### src/rtl/rtc_bus_if.sv
// Bus-cycle engine for a multiplexed address/data RTC chip: turns a one-cycle
// read or write request into a four-phase CS#/RD#/WR#/A-D# sequence.
module rtc_bus_if #(
    parameter int T_PHASE = 4,
    parameter int CNT_W   = 8
) (
    input  logic             clock,
    input  logic             reset,
    input  logic             start_rd,
    input  logic             start_wr,
    input  logic [7:0]       addr,
    input  logic [7:0]       wdata,
    input  logic [7:0]       ad_in,
    output logic [7:0]       ad_out,
    output logic             ad_oe,
    output logic             cs_n,
    output logic             rd_n,
    output logic             wr_n,
    output logic             ad_n,
    output logic [7:0]       rdata,
    output logic             done,
    output logic             busy
);

    localparam logic [CNT_W-1:0] LAST = CNT_W'(T_PHASE - 1);

    typedef enum logic [2:0] {
        S_IDLE,
        S_ADDR,
        S_ADDR_REL,
        S_DATA,
        S_DATA_REL
    } state_t;

    state_t           state_q, state_d;
    logic [CNT_W-1:0] cnt_q, cnt_d;
    logic [7:0]       addr_q, addr_d;
    logic [7:0]       wdata_q, wdata_d;
    logic             wr_q, wr_d;
    logic             phaseEnd;

    logic [7:0]       adOut_q, adOut_d;
    logic             adOe_q, adOe_d;
    logic             csN_q, csN_d;
    logic             rdN_q, rdN_d;
    logic             wrN_q, wrN_d;
    logic             adN_q, adN_d;
    logic [7:0]       rdata_q, rdata_d;
    logic             done_q, done_d;
    logic             busy_q, busy_d;

    always_comb begin
        state_d  = state_q;
        cnt_d    = cnt_q;
        addr_d   = addr_q;
        wdata_d  = wdata_q;
        wr_d     = wr_q;
        phaseEnd = (cnt_q == LAST);

        case (state_q)
            S_IDLE: begin
                if (start_wr || start_rd) begin
                    state_d = S_ADDR;
                    addr_d  = addr;
                    wdata_d = wdata;
                    wr_d    = start_wr;
                end
            end
            S_ADDR:     if (phaseEnd) state_d = S_ADDR_REL;
            S_ADDR_REL: if (phaseEnd) state_d = S_DATA;
            S_DATA:     if (phaseEnd) state_d = S_DATA_REL;
            S_DATA_REL: if (phaseEnd) state_d = S_IDLE;
            default:    state_d = S_IDLE;
        endcase

        if (state_d != state_q) begin
            cnt_d = '0;
        end else if (state_q != S_IDLE) begin
            cnt_d = cnt_q + 1'b1;
        end
    end

    // Bus outputs are decoded from the next state so every pin comes straight off a flop.
    always_comb begin
        csN_d   = !(state_d == S_ADDR || state_d == S_DATA);
        wrN_d   = !(state_d == S_ADDR || (state_d == S_DATA && wr_d));
        rdN_d   = !(state_d == S_DATA && !wr_d);
        adN_d   = (state_d != S_ADDR);
        adOe_d  = 1'b0;
        adOut_d = 8'h00;
        case (state_d)
            S_ADDR, S_ADDR_REL: begin
                adOe_d  = 1'b1;
                adOut_d = addr_d;
            end
            S_DATA, S_DATA_REL: begin
                adOe_d  = wr_d;
                adOut_d = wr_d ? wdata_d : 8'h00;
            end
            default: ;
        endcase
        done_d  = (state_q == S_DATA_REL) && phaseEnd;
        busy_d  = (state_d != S_IDLE);
        rdata_d = ((state_q == S_DATA) && phaseEnd && !wr_q) ? ad_in : rdata_q;
    end

    always_ff @(posedge clock) begin
        if (!reset) begin
            state_q <= S_IDLE;
            cnt_q   <= '0;
            addr_q  <= 8'h00;
            wdata_q <= 8'h00;
            wr_q    <= 1'b0;
            adOut_q <= 8'h00;
            adOe_q  <= 1'b0;
            csN_q   <= 1'b1;
            rdN_q   <= 1'b1;
            wrN_q   <= 1'b1;
            adN_q   <= 1'b1;
            rdata_q <= 8'h00;
            done_q  <= 1'b0;
            busy_q  <= 1'b0;
        end else begin
            state_q <= state_d;
            cnt_q   <= cnt_d;
            addr_q  <= addr_d;
            wdata_q <= wdata_d;
            wr_q    <= wr_d;
            adOut_q <= adOut_d;
            adOe_q  <= adOe_d;
            csN_q   <= csN_d;
            rdN_q   <= rdN_d;
            wrN_q   <= wrN_d;
            adN_q   <= adN_d;
            rdata_q <= rdata_d;
            done_q  <= done_d;
            busy_q  <= busy_d;
        end
    end

    assign ad_out = adOut_q;
    assign ad_oe  = adOe_q;
    assign cs_n   = csN_q;
    assign rd_n   = rdN_q;
    assign wr_n   = wrN_q;
    assign ad_n   = adN_q;
    assign rdata  = rdata_q;
    assign done   = done_q;
    assign busy   = busy_q;

endmodule

### config.mk
export PLATFORM = sky130hd
export DESIGN_NAME = rtc_bus_if
export DESIGN_NICKNAME = d
export VERILOG_FILES = /design/src/rtl/rtc_bus_if.sv
export SDC_FILE = /design/constraint.sdc
export NUM_CORES = 1
export LEC_CHECK = 0
export BUFFER_PORTS_ARGS = -buffer_cell sky130_fd_sc_hd__clkbuf_2
export CAP_MARGIN = 15
export CORE_UTILIZATION = 45
export DETAILED_ROUTE_END_ITERATION = 10
export PLACE_DENSITY = 0.7
export SLEW_MARGIN = 25
export SYNTH_ARGS = -nofsm -noshare
export SYNTH_HDL_FRONTEND = slang
export SYNTH_SLANG_ARGS = --single-unit
### constraint.sdc
create_clock -name clock -period 5.05 [get_ports clock]
set_input_delay 1.01 -clock clock [delete_from_list [all_inputs] [get_ports clock]]
set_output_delay 1.01 -clock clock [all_outputs]
set_load 0.02 [all_outputs]
Yosys cells after proc, flatten, opt, wreduce, memory -nomap -nowiden
Cells that the tools add are included.
{"block": "totals", "output_inout_bits": 23, "ram_bits": 0, "word_cells": 61, "latch_bits": 0, "ff_bits": 51, "in_bits": 28, "mem_count": 0, "mem_bits_ro": 0}
{"block": "classes", "bitwise_logic": 1, "shifts": 0, "add_sub_neg": 1, "reduce_logical": 19, "order_cmp": 0, "mul": 0, "n_mux": 15, "n_eq_ne": 11, "div": 0}
{"operator": "2-to-1 mux 8 bit", "count": 5}
{"operator": "one-hot mux 8 bit (2 select lines)", "count": 1}
{"operator": "2-to-1 mux 3 bit", "count": 5}
{"operator": "one-hot mux 3 bit (5 select lines)", "count": 1}
{"operator": "equality test 3 x 2 -> 1 bit, second input constant", "count": 4}
{"operator": "adder 8 x 1 -> 8 bit, second input constant", "count": 1}
{"operator": "equality test 8 x 2 -> 1 bit, second input constant", "count": 1}
{"operator": "equality test 3 x 1 -> 1 bit, second input constant", "count": 2}
{"operator": "equality test 3 bit, second input constant", "count": 2}
{"operator": "nonzero test 3 bit", "count": 2}
{"operator": "OR reduction 2 bit", "count": 3}
{"operator": "logical AND 1 bit", "count": 5}
{"operator": "zero test 1 bit", "count": 5}
{"operator": "zero test 3 bit", "count": 1}
{"operator": "logical OR 1 bit", "count": 3}
{"operator": "!= test 3 x 1 -> 1 bit, second input constant", "count": 1}
{"operator": "!= test 3 bit", "count": 1}
{"operator": "2-to-1 mux 1 bit", "count": 2}
{"operator": "one-hot mux 1 bit (2 select lines)", "count": 1}
{"operator": "NOT 1 bit", "count": 1}

Logic depth before layout (Yosys ltp)
Gate-level depths: netlist of the first run.
{"block": "depth", "ltp_word": 7, "ltp_mapped": 6, "mapped_depth_nobuf": 5}

Worst setup path before layout of the first run
OpenSTA, ideal clock, no wires.
{"block": "synth_path", "path_kind": "in2reg", "startpoint": "input port reset", "endpoint": "register rdN_q, in the netlist rd_n", "cell_stages": 4, "path_slack_ps": 2812, "path_buffers": 1, "t_required_ps": 4916, "setup_ps": 134, "arrival_ps": 2104, "cell_sequence": "clkbuf_1 inv_2 nor4b_4 or4b_1"}
{"element": "start, declared", "line": "8", "source": "input logic reset,"}
{"element": "end signal, assigned", "line": "132", "source": "rdN_q <= rdN_d;"}
{"element": "end, declared", "line": "45", "source": "logic rdN_q, rdN_d;"}

Worst setup path in the final report of the first run
{"block": "layout_path", "startpoint": "register state_q[2]", "endpoint": "register adOut_q[1], in the netlist ad_out[1]"}
{"block": "layout_between", "elab_chain_cells": 5, "elab_cells_between_ends": 22, "classes_between": "eq/ne (8); mux (11); reduce/logical (3)"}
{"element": "start, declared", "line": "35", "source": "state_t state_q, state_d;"}
{"element": "start signal, assigned", "line": "124", "source": "state_q <= state_d;"}
{"element": "equality test 3 bit, or another cell as far along", "line": "60", "source": "case (state_q)"}
{"element": "one-hot mux 3 bit (5 select lines)", "line": "60"}
{"element": "equality test 3 x 2 -> 1 bit, or another cell as far along", "line": "91", "source": "case (state_d)"}
{"element": "OR reduction 2 bit", "line": "91"}
{"element": "one-hot mux 8 bit (2 select lines) *", "line": "91"}
{"element": "end signal, assigned", "line": "129", "source": "adOut_q <= adOut_d;"}
{"element": "end, declared", "line": "42", "source": "logic [7:0] adOut_q, adOut_d;"}
Every way passes the cells marked *; elsewhere a longest branch is shown, timed or not.
A chain may end at the register's enable or synchronous reset.

==> flow_summary.toml, run 1 <==
[critical_path]
crit_required_ns = 5.25
path_cells = "or3b_2 > a21oi_1 > o221ai_1 > o32ai_1"
crit_type = "reg -> reg"
crit_family = "compound AO/OA/AOI/OAI gates"
worst-path-buf-inv = 0
worst_ep_arrival_time_ns = 2.49
critPathMaxStageDelay_ns = 0.65
startpoint = "state_q[2]"
cp_max_fo = 15
critPathCaptureType = "flop"
startpoint_type = "flop"
r2r-start = "state_q[2]"
slowest_stage = "dfxtp_1"

[route]
routed_via_density = 5.14
drc = 0
vias = 1495
routed_wl_mm = 3.72
drt_iter0_markers = 84
wl_per_cell_um = 12.8
drtAntennaViolNets = 0
firstDrtPassIters = 4

[synthesis]
syn_inst = 191
yosys.area.top_type = "dfxtp_1"
synth_top_family_by_area = "simple AND/OR/NAND/NOR gates"
avgSynthCellArea_sq_um = 10.4
seq_area_frac_synth = 0.516
yosysMostFrequentCell = "dfxtp_1"
synthFlopType = "dfxtp_1"
async_flop_share = 0
yosys-top-cells-area = "dfxtp_1, mux2i_1, nor2_1, o32ai_1, nor4b_4"
synth-seq-cells = 51
synth_fp_nets = 220
synth_compound_area_frac = 0.115
synth_xor_xnor_area_share = 0.0354
yosysWarnings = 0
synth-edff-count = 0
yosys.area_share.simple = 0.183
synthAdderAreaFrac = 0.00633
synth_top_area_share = 0.516
synthMuxAreaShare = 0.116
synth_common_cells = "dfxtp_1, nor2_1, mux2i_1, o32ai_1"
syn_area_sq_mm = 0.00198
synth.distinct_cells = 39

[placed_design]
portBuffers = 50
place.gp.congestion = 0.766
place_area_sq_mm = 0.00225
dpl.hpwl_mm = 2.62

[sta]
report.final.slew_viol_count = 0
fin_skew_ns = 0.00728
layout_min_cycle_time_ns = 2.29
tightest_slew_ns = 0.683
fmax_ghz = 0.436
setup_viol_count_final = 0
hold_slack_ns = 0.495
fin_crit_sh = 0.454
grt_setup_unrepaired = "false"
setup-tns-final_ns = 0
maxSlewHeadroom = 0.544
hold_viol = 0

[floorplan]
dieArea_sq_mm = 0.00466
core_area_sq_mm = 0.00412
die_w_um = 68.3
io_pins = 51
initial_core_util = 0.480
die_h_um = 68.3
row_count = 23

[cells_and_area]
drive_gt1_frac = 0.282
stdcell_area_sq_mm = 0.00239
n_antenna_cell = 0
final_nets = 269
post-route-util = 0.580
area_growth_syn_to_layout_pct = 20.7

[global_routing]
grt_pass1_vias = 1340
grt_max_degree = 29
grt_pass1_wl_mm = 5.87
use_met1 = 0.227
grt_usage = 0.171
overflow = 0
antenna_found_initial = 0
met2_usage = 0.256
grtUsageMet3 = 0.0450
globalRoute.busiestLayer = "met2"

[cts]
cts_sinks = 51
cts_resized = 0
clk_latency_ns = 0.30
root_buffer = "clkbuf_8"
tritoncts = "done"
h-tree-depth = 2
clk_pin_slew_ns = 0.09
ctsHoldBuffers = 0
clockBufferDepth = 2
numCtsBuffers = 5
cts_setup_buffers = 0

[power]
p_sw_frac = 0.219
p_total_uw = 832
power_frac_comb = 0.095
seqPwrFrac = 0.513
intPower_uw = 650
p_clk_frac = 0.391
switchingPower_uw = 183
power.density_mw_per_mm2 = 349
p_leak_uw = 0.00106
ir_worst_vdd_mv = 0.186

[run_status]
status = "completed"

[run]
cap_violations = 0

[min_path]
hold_path.startpoint = "cnt_q[1]"
worstHoldPathType = "reg -> reg"
[cells by family after synthesis]
kind of cell | count (synthesis)
and+or+nand+nor | 67
DFF | 51
AOI/OAI and AO/OA | 29
muxes | 23
buffers and inverters | 12
xor gates and xnor gates | 8
adders and majority gates | 1
[worst reg2reg max path, delay by kind of cell, from the launching register on]
family             cells  cell delay (ns)
DFF                    1             0.65
and+or+nand+nor        1             0.51
AOI/OAI and AO/OA      3             1.03
[routing by layer]
metal  up-vias  routed length (um)
met1       663                1850
met2        43                1620
met4         0                  54
met5         -                   0
met3         7                 195
li1        782                   -
[power groups by stage]
stage	sequential, uW	clock (uW)	combinational (uW)
final	427	326	79.2
after global routing	430	353	88.1
after detailed placement	437	0	79.9
after CTS	428	334	80.3
after global placement	437	0	78.6
after floorplan	443	0	47.3
[path summary, 6_finish.rpt]
check	to	cells after the start	slack, ns
hold reg to reg	cnt_q[1]	2	0.50
hold / removal	cnt_q[1]	2	0.50
setup / recovery	ad_out[1]	4	2.76
setup reg to reg	ad_out[1]	4	2.76
[sequential cells by signal, indices dropped and copies added (netlist names)]
signal   flops
ad_n         1
ad_oe        1
ad_out       8
addr_q       8
busy         1
cnt_q        8
cs_n         1
done         1
rd_n         1
rdata        8
state_q      3
wdata_q      8
wr_n         1
wr_q         1
[area by class of cell]
cell class	instances	area, sq um
clock buffer	5	68.8
clock inverter	3	67.6
fill	378	1730
inverter	4	15.0
multi-input combinational	128	901
sequential	51	1020
tap	50	62.6
timing repair buffer	50	250
[stage by stage]
step	instances	worst slack, ns
global route	291	2.57
floorplan	191	2.81
detailed placement	283	2.42
finish	291	2.76
CTS	291	2.73
global placement	283	2.52
[cells in the final DEF, fill, tap and decap left out, drive strengths merged, types with 2 or more instances in the layout]
| cell | n |
|---|---|
| xnor2 | 5 |
| clkbuf | 55 |
| bufinv | 2 |
| xor2 | 3 |
| nor4bb | 2 |
| inv | 4 |
| o21a | 3 |
| nand4 | 2 |
| nor2 | 36 |
| o21ai | 2 |
| nand2 | 7 |
| dfxtp | 51 |
| mux2i | 23 |
| o221ai | 3 |
| o32ai | 8 |
| nand3 | 3 |
| nor3 | 8 |
| nor4b | 2 |
| a21oi | 6 |
Note: power is estimated with default switching activity, not from simulation.
==> inputs of run 2 (changes only) <==
--- a/config.mk
+++ b/config.mk
@@ -5,11 +5,12 @@
 export SDC_FILE = /design/constraint.sdc
 export NUM_CORES = 1
 export LEC_CHECK = 0
+export ABC_AREA = 1
 export BUFFER_PORTS_ARGS = -buffer_cell sky130_fd_sc_hd__clkbuf_2
 export CAP_MARGIN = 15
 export CORE_UTILIZATION = 45
 export DETAILED_ROUTE_END_ITERATION = 10
-export PLACE_DENSITY = 0.7
+export PLACE_DENSITY = 0.69
 export SLEW_MARGIN = 25
 export SYNTH_ARGS = -nofsm -noshare
 export SYNTH_HDL_FRONTEND = slang
==> constraint.sdc (replaced) <==
create_clock -name clock -period 2.2 [get_ports clock]
set_input_delay 0.44 -clock clock [delete_from_list [all_inputs] [get_ports clock]]
set_output_delay 0.44 -clock clock [all_outputs]
set_load 0.02 [all_outputs]
==> run 2 against run 1 <==
Against the previous run:
- the flow now finishes with violations (DRC)
- die area up 9.0%
- maximum frequency up 19%
- count of clock-buffer cells in the layout unchanged
- sequential share of layout area down 2.2 points
- total power up 110%
- critical endpoint is now rdata[7]
- highest routed layer unchanged
==> flow_summary.toml, run 2 <==
[route]
firstDrtPassIters = 7
routed_via_density = 4.71
drtAntennaViolNets = 0
wl_per_cell_um = 10.6
drt_iter0_markers = 102
drc = 4
vias = 1804
routed_wl_mm = 4.04

[placed_design]
dpl.hpwl_mm = 2.92
place.gp.congestion = 0.776
dp.cells = 375
portBuffers = 50
post-place-ws_ns = 0.266
place_area_sq_mm = 0.00243

[synthesis]
synthFlopType = "dfxtp_1"
synthAdderAreaFrac = 0.00579
synth-edff-count = 0
synth_xor_xnor_area_share = 0.0122
yosysWarnings = 0
avgSynthCellArea_sq_um = 7.66
syn_inst = 282
synth_fp_nets = 311
yosysMostFrequentCell = "dfxtp_1"
yosys.area_share.simple = 0.257
synth_top_area_share = 0.472
syn_area_sq_mm = 0.00216
yosys.area.top_type = "dfxtp_1"
synth-seq-cells = 51
synthMuxAreaShare = 0
async_flop_share = 0
yosys-top-cells-area = "dfxtp_1, inv_1, nand2_1, nor2_1, a21oi_1"
synth_common_cells = "dfxtp_1, inv_1, nand2_1, nor2_1, a21oi_1"
synth.distinct_cells = 31
synth_compound_area_frac = 0.134
seq_area_frac_synth = 0.472
synth_top_family_by_area = "simple AND/OR/NAND/NOR gates"

[floorplan]
row_count = 24
die_w_um = 71.3
die_h_um = 71.3
initial_core_util = 0.483
dieArea_sq_mm = 0.00508
core_area_sq_mm = 0.00447
io_pins = 51

[cells_and_area]
multi_input_area_sq_um = 883
stdcell_area_sq_mm = 0.00251
n_antenna_cell = 0
final_cell_mix = "dfxtp_1, clkbuf_2, inv_1, nand2_1, nor2_1"
seq_area_sq_mm = 0.00102
drive_gt1_frac = 0.248
finalNonFillerCells = 383
layout_commonest_cell = "dfxtp_1"
fillers = 442
area_growth_syn_to_layout_pct = 16.4
final_nets = 359

[critical_path]
ff2ff_path_depth = 8
crit_type = "reg -> reg"
r2r_slack_ns = 0.28
crit_required_ns = 2.39
cp_max_fo = 16
worst_ep_arrival_time_ns = 2.11
r2r_end = "rdata[7]"
r2r-start = "cnt_q[0]"
startpoint_type = "flop"
critPathCaptureType = "flop"

[global_routing]
grt_pass1_wl_mm = 6.84
overflow = 0
grt_usage = 0.170
antenna_found_initial = 0
grt_pass1_vias = 1615
grt_max_degree = 34

[power]
p_total_uw = 1780
p_leak_uw = 0.00116
power.density_mw_per_mm2 = 708
ir_worst_vdd_mv = 0.342

[cts]
cts_sinks = 51
clk_latency_ns = 0.30
tritoncts = "done"
clk_pin_slew_ns = 0.09
cts_resized = 0
root_buffer = "clkbuf_8"
cts_setup_buffers = 0
h-tree-depth = 2
ctsHoldBuffers = 0
clockBufferDepth = 2
numCtsBuffers = 5

[sta]
grt_setup_unrepaired = "false"
maxSlewHeadroom = 0.507
hold_viol = 0
fmax_ghz = 0.520
setup-tns-final_ns = 0
fin_crit_sh = 0.874
tightest_slew_ns = 0.737
final.setup.worst_slack_ns = 0.278
setup_viol_count_final = 0
fin_skew_ns = 0.00543
report.final.slew_viol_count = 0
layout_min_cycle_time_ns = 1.92

[run_status]
violations = "DRC"
status = "complete, but fails checks"

[min_path]
holdPathEnd = "wdata_q[3]"
hold_depth = 3
worstHoldPathType = "in -> reg"
hold_path.startpoint = "wdata[3]"

[run]
cap_violations = 0
[run 2: cell count changes after synthesis, sizes merged, moves of 3 or more]
cell | before | now
nand3 | 3 | 21
mux2i | 23 | 0
o221ai | 3 | 0
nor3 | 8 | 4
a21oi | 6 | 21
buf | 3 | 6
o32ai | 8 | 0
o21ai | 2 | 27
xnor2 | 5 | 1
nor2 | 36 | 39
nand2 | 7 | 48
o21a | 3 | 0
inv | 4 | 49
[run 2: worst max-delay path by stage]
stage,slack (ns),depth (start not counted),end,start
6_report,0.28,8,rdata[7],cnt_q[0]
5_1_grt,0.04,8,rdata[0],cnt_q[0]
4_1_cts,0.25,8,rdata[7],cnt_q[0]
3_5_place_dp,0.27,8,rdata[7],cnt_q[0]
3_3_place_gp,0.32,6,cnt_q[2],start_rd
2_1_floorplan,0.62,9,rdata[6],cnt_q[0]
[run 2: area by class of cell]
| cell class | instances | area share |
|---|---|---|
| clock inverter | 3 | 0.00796 |
| timing repair buffer | 51 | 0.107 |
| clock buffer | 5 | 0.0274 |
| sequential | 51 | 0.406 |
| multi-input combinational | 172 | 0.351 |
| tap | 52 | 0.0259 |
| inverter | 49 | 0.0741 |
[run 2: worst max-delay path, stage by stage, from the launching register on]
cell,delay [ns]
dfxtp_1,0.40
ha_1,0.22
nand2_1,0.06
nor2_1,0.16
nand2_2,0.12
nor2_2,0.16
nand4_2,0.32
o21ai_0,0.29
a21oi_1,0.06
[run 2: cell families (layout without fill, tap and decap cells)]
| family | count (synthesis) | in the layout |
|---|---|---|
| simple gates | 116 | 116 |
| buf+inv | 59 | 108 |
| compound gates | 52 | 52 |
| flops | 51 | 51 |
| xor+xnor | 3 | 3 |
| fa+ha+maj | 1 | 1 |
[run 2: stage by stage]
stage	hold WS, ns	util
6_report	0.392	0.562
5_1_grt	0.398	0.562
4_1_cts	0.389	0.562
3_5_place_dp	0.436	0.542
3_3_place_gp	0.432	0.542
2_1_floorplan	0.467	-
[run 2: where the power goes]
group | total, uW | leakage, uW | switching (uW) | internal [uW]
clock network | 537 | 0.0000402 | 315 | 222
registers | 990 | 0.000418 | 18.5 | 972
logic | 253 | 0.000698 | 163 | 89.5
[run 2: metal layers]
metal / wire length [um] / track usage / share of wire / vias up
met1: 1920 / 0.208 / 0.47 / 780
met4: 50 / 0.0533 / 0.012 / 0
met3: 231 / 0.0520 / 0.057 / 8
met2: 1840 / 0.289 / 0.46 / 40
met5: 0 / 0 / 0 / -
li1: - / - / - / 976
==> inputs of run 3 (changes only) <==
--- a/config.mk
+++ b/config.mk
@@ -9,7 +9,9 @@
 export BUFFER_PORTS_ARGS = -buffer_cell sky130_fd_sc_hd__clkbuf_2
 export CAP_MARGIN = 15
 export CORE_UTILIZATION = 45
+export CTS_BUF_LIST = sky130_fd_sc_hd__clkbuf_2
 export DETAILED_ROUTE_END_ITERATION = 10
+export GPL_ROUTABILITY_DRIVEN = 0
 export PLACE_DENSITY = 0.69
 export SLEW_MARGIN = 25
 export SYNTH_ARGS = -nofsm -noshare
==> run 3 against run 2 <==
Against the previous run:
- the flow still finishes with violations (DRC)
- non-clock buffer count is the same
- clock power down 30%
- sequential cell count stayed put
- worst setup slack lost 0.024 ns
- largest cell class unchanged
==> flow_summary.toml, run 3 (same netlist as run 2, synthesis figures left out) <==
[sta]
setup_viol_count_final = 0
setup-tns-final_ns = 0
maxSlewHeadroom = 0.508
grt_setup_unrepaired = "false"
hold_slack_ns = 0.240
fmax_ghz = 0.514
report.final.slew_viol_count = 0
fin_crit_sh = 0.884
fin_skew_ns = 0.0209
tightest_slew_ns = 0.736
hold_viol = 0
layout_min_cycle_time_ns = 1.95

[cts]
clockBufferDepth = 2
tritoncts = "done"
cts_setup_buffers = 0
cts_resized = 0
h-tree-depth = 2
root_buffer = "clkbuf_2"
cts_sinks = 51
clk_latency_ns = 0.44
ctsHoldBuffers = 0
numCtsBuffers = 5
clk_pin_slew_ns = 0.26

[cells_and_area]
fillers = 448
final_cell_mix = "clkbuf_2, dfxtp_1, inv_1, nand2_1, nor2_1"
final_nets = 359
layout_commonest_cell = "clkbuf_2"
drive_gt1_frac = 0.248
n_antenna_cell = 0
area_growth_syn_to_layout_pct = 14.4
post-route-util = 0.552
seq_area_sq_mm = 0.00102
multi_input_area_sq_um = 883

[power]
ir_worst_vdd_mv = 0.383
p_leak_uw = 0.00114
power.density_mw_per_mm2 = 657

[critical_path]
cp_max_fo = 16
startpoint_type = "flop"
r2r-start = "cnt_q[0]"
worst_ep_arrival_time_ns = 2.30
ff2ff_path_depth = 8
crit_required_ns = 2.55
crit_type = "reg -> reg"
r2r_slack_ns = 0.25
r2r_end = "rdata[7]"
critPathCaptureType = "flop"

[global_routing]
overflow = 0
grt_pass1_wl_mm = 6.80
antenna_found_initial = 0
grt_usage = 0.169
grt_pass1_vias = 1624
grt_max_degree = 34

[route]
wl_per_cell_um = 10.5
vias = 1807
routed_wl_mm = 4.01
drt_iter0_markers = 90
drtAntennaViolNets = 0
drc = 4
firstDrtPassIters = 8
routed_via_density = 4.72

[floorplan]
row_count = 24
dieArea_sq_mm = 0.00508
core_area_sq_mm = 0.00447
initial_core_util = 0.483
die_w_um = 71.3
die_h_um = 71.3
io_pins = 51

[min_path]
worstHoldPathType = "in -> reg"
holdPathEnd = "wdata_q[3]"
hold_path.startpoint = "wdata[3]"
hold_depth = 3

[run]
cap_violations = 0

[run_status]
violations = "DRC"
status = "complete, but fails checks"

[placed_design]
portBuffers = 50
dpl.hpwl_mm = 2.92
==> run 3: metrics by stage <==
step                worst slack (ns)  std cells  power [uW]  cell area, sq um
global placement               0.318        375        1260              2430
floorplan                      0.621        282        1200              2160
detailed placement             0.266        375        1270              2430
CTS                            0.239        383        1640              2470
global route                  0.0297        383        1720              2470
finish                         0.254        383        1620              2470
==> run 3: final cells by class <==
class                      instances  area share
clock buffer                       5      0.0101
clock inverter                     3     0.00810
inverter                          49      0.0754
multi-input combinational        172       0.357
sequential                        51       0.413
tap                               52      0.0263
timing repair buffer              51       0.109
==> run 3: worst max path at each step <==
stage / from / endpoint / slack, ns
after global placement: start_rd / cnt_q[2] / 0.32
after detailed placement: cnt_q[0] / rdata[7] / 0.27
after global routing: cnt_q[0] / rdata[0] / 0.03
after CTS: cnt_q[0] / rdata[7] / 0.24
final: cnt_q[0] / rdata[7] / 0.25
after floorplan: cnt_q[0] / rdata[6] / 0.62
==> run 3: report_power, final <==
| part | internal [uW] | leakage [uW] | total [uW] | switching [uW] |
|---|---|---|---|---|
| clock | 75.1 | 0.0000250 | 377 | 302 |
| combinational | 89.5 | 0.000698 | 252 | 163 |
| sequential | 976 | 0.000418 | 994 | 18.4 |
| total | 1140 | 0.00114 | 1620 | 483 |
==> run 3: worst max-delay path, stage by stage, from the launching register on <==
cell     delay, ns
dfxtp_1       0.46
ha_1          0.22
nand2_1       0.06
nor2_1        0.16
nand2_2       0.12
nor2_2        0.16
nand4_2       0.32
o21ai_0       0.29
a21oi_1       0.06
==> run 3: per-layer routing <==
metal	track usage	share of wire
met4	0.0600	0.015
met1	0.205	0.47
met3	0.0520	0.061
met2	0.286	0.46
met5	0	0
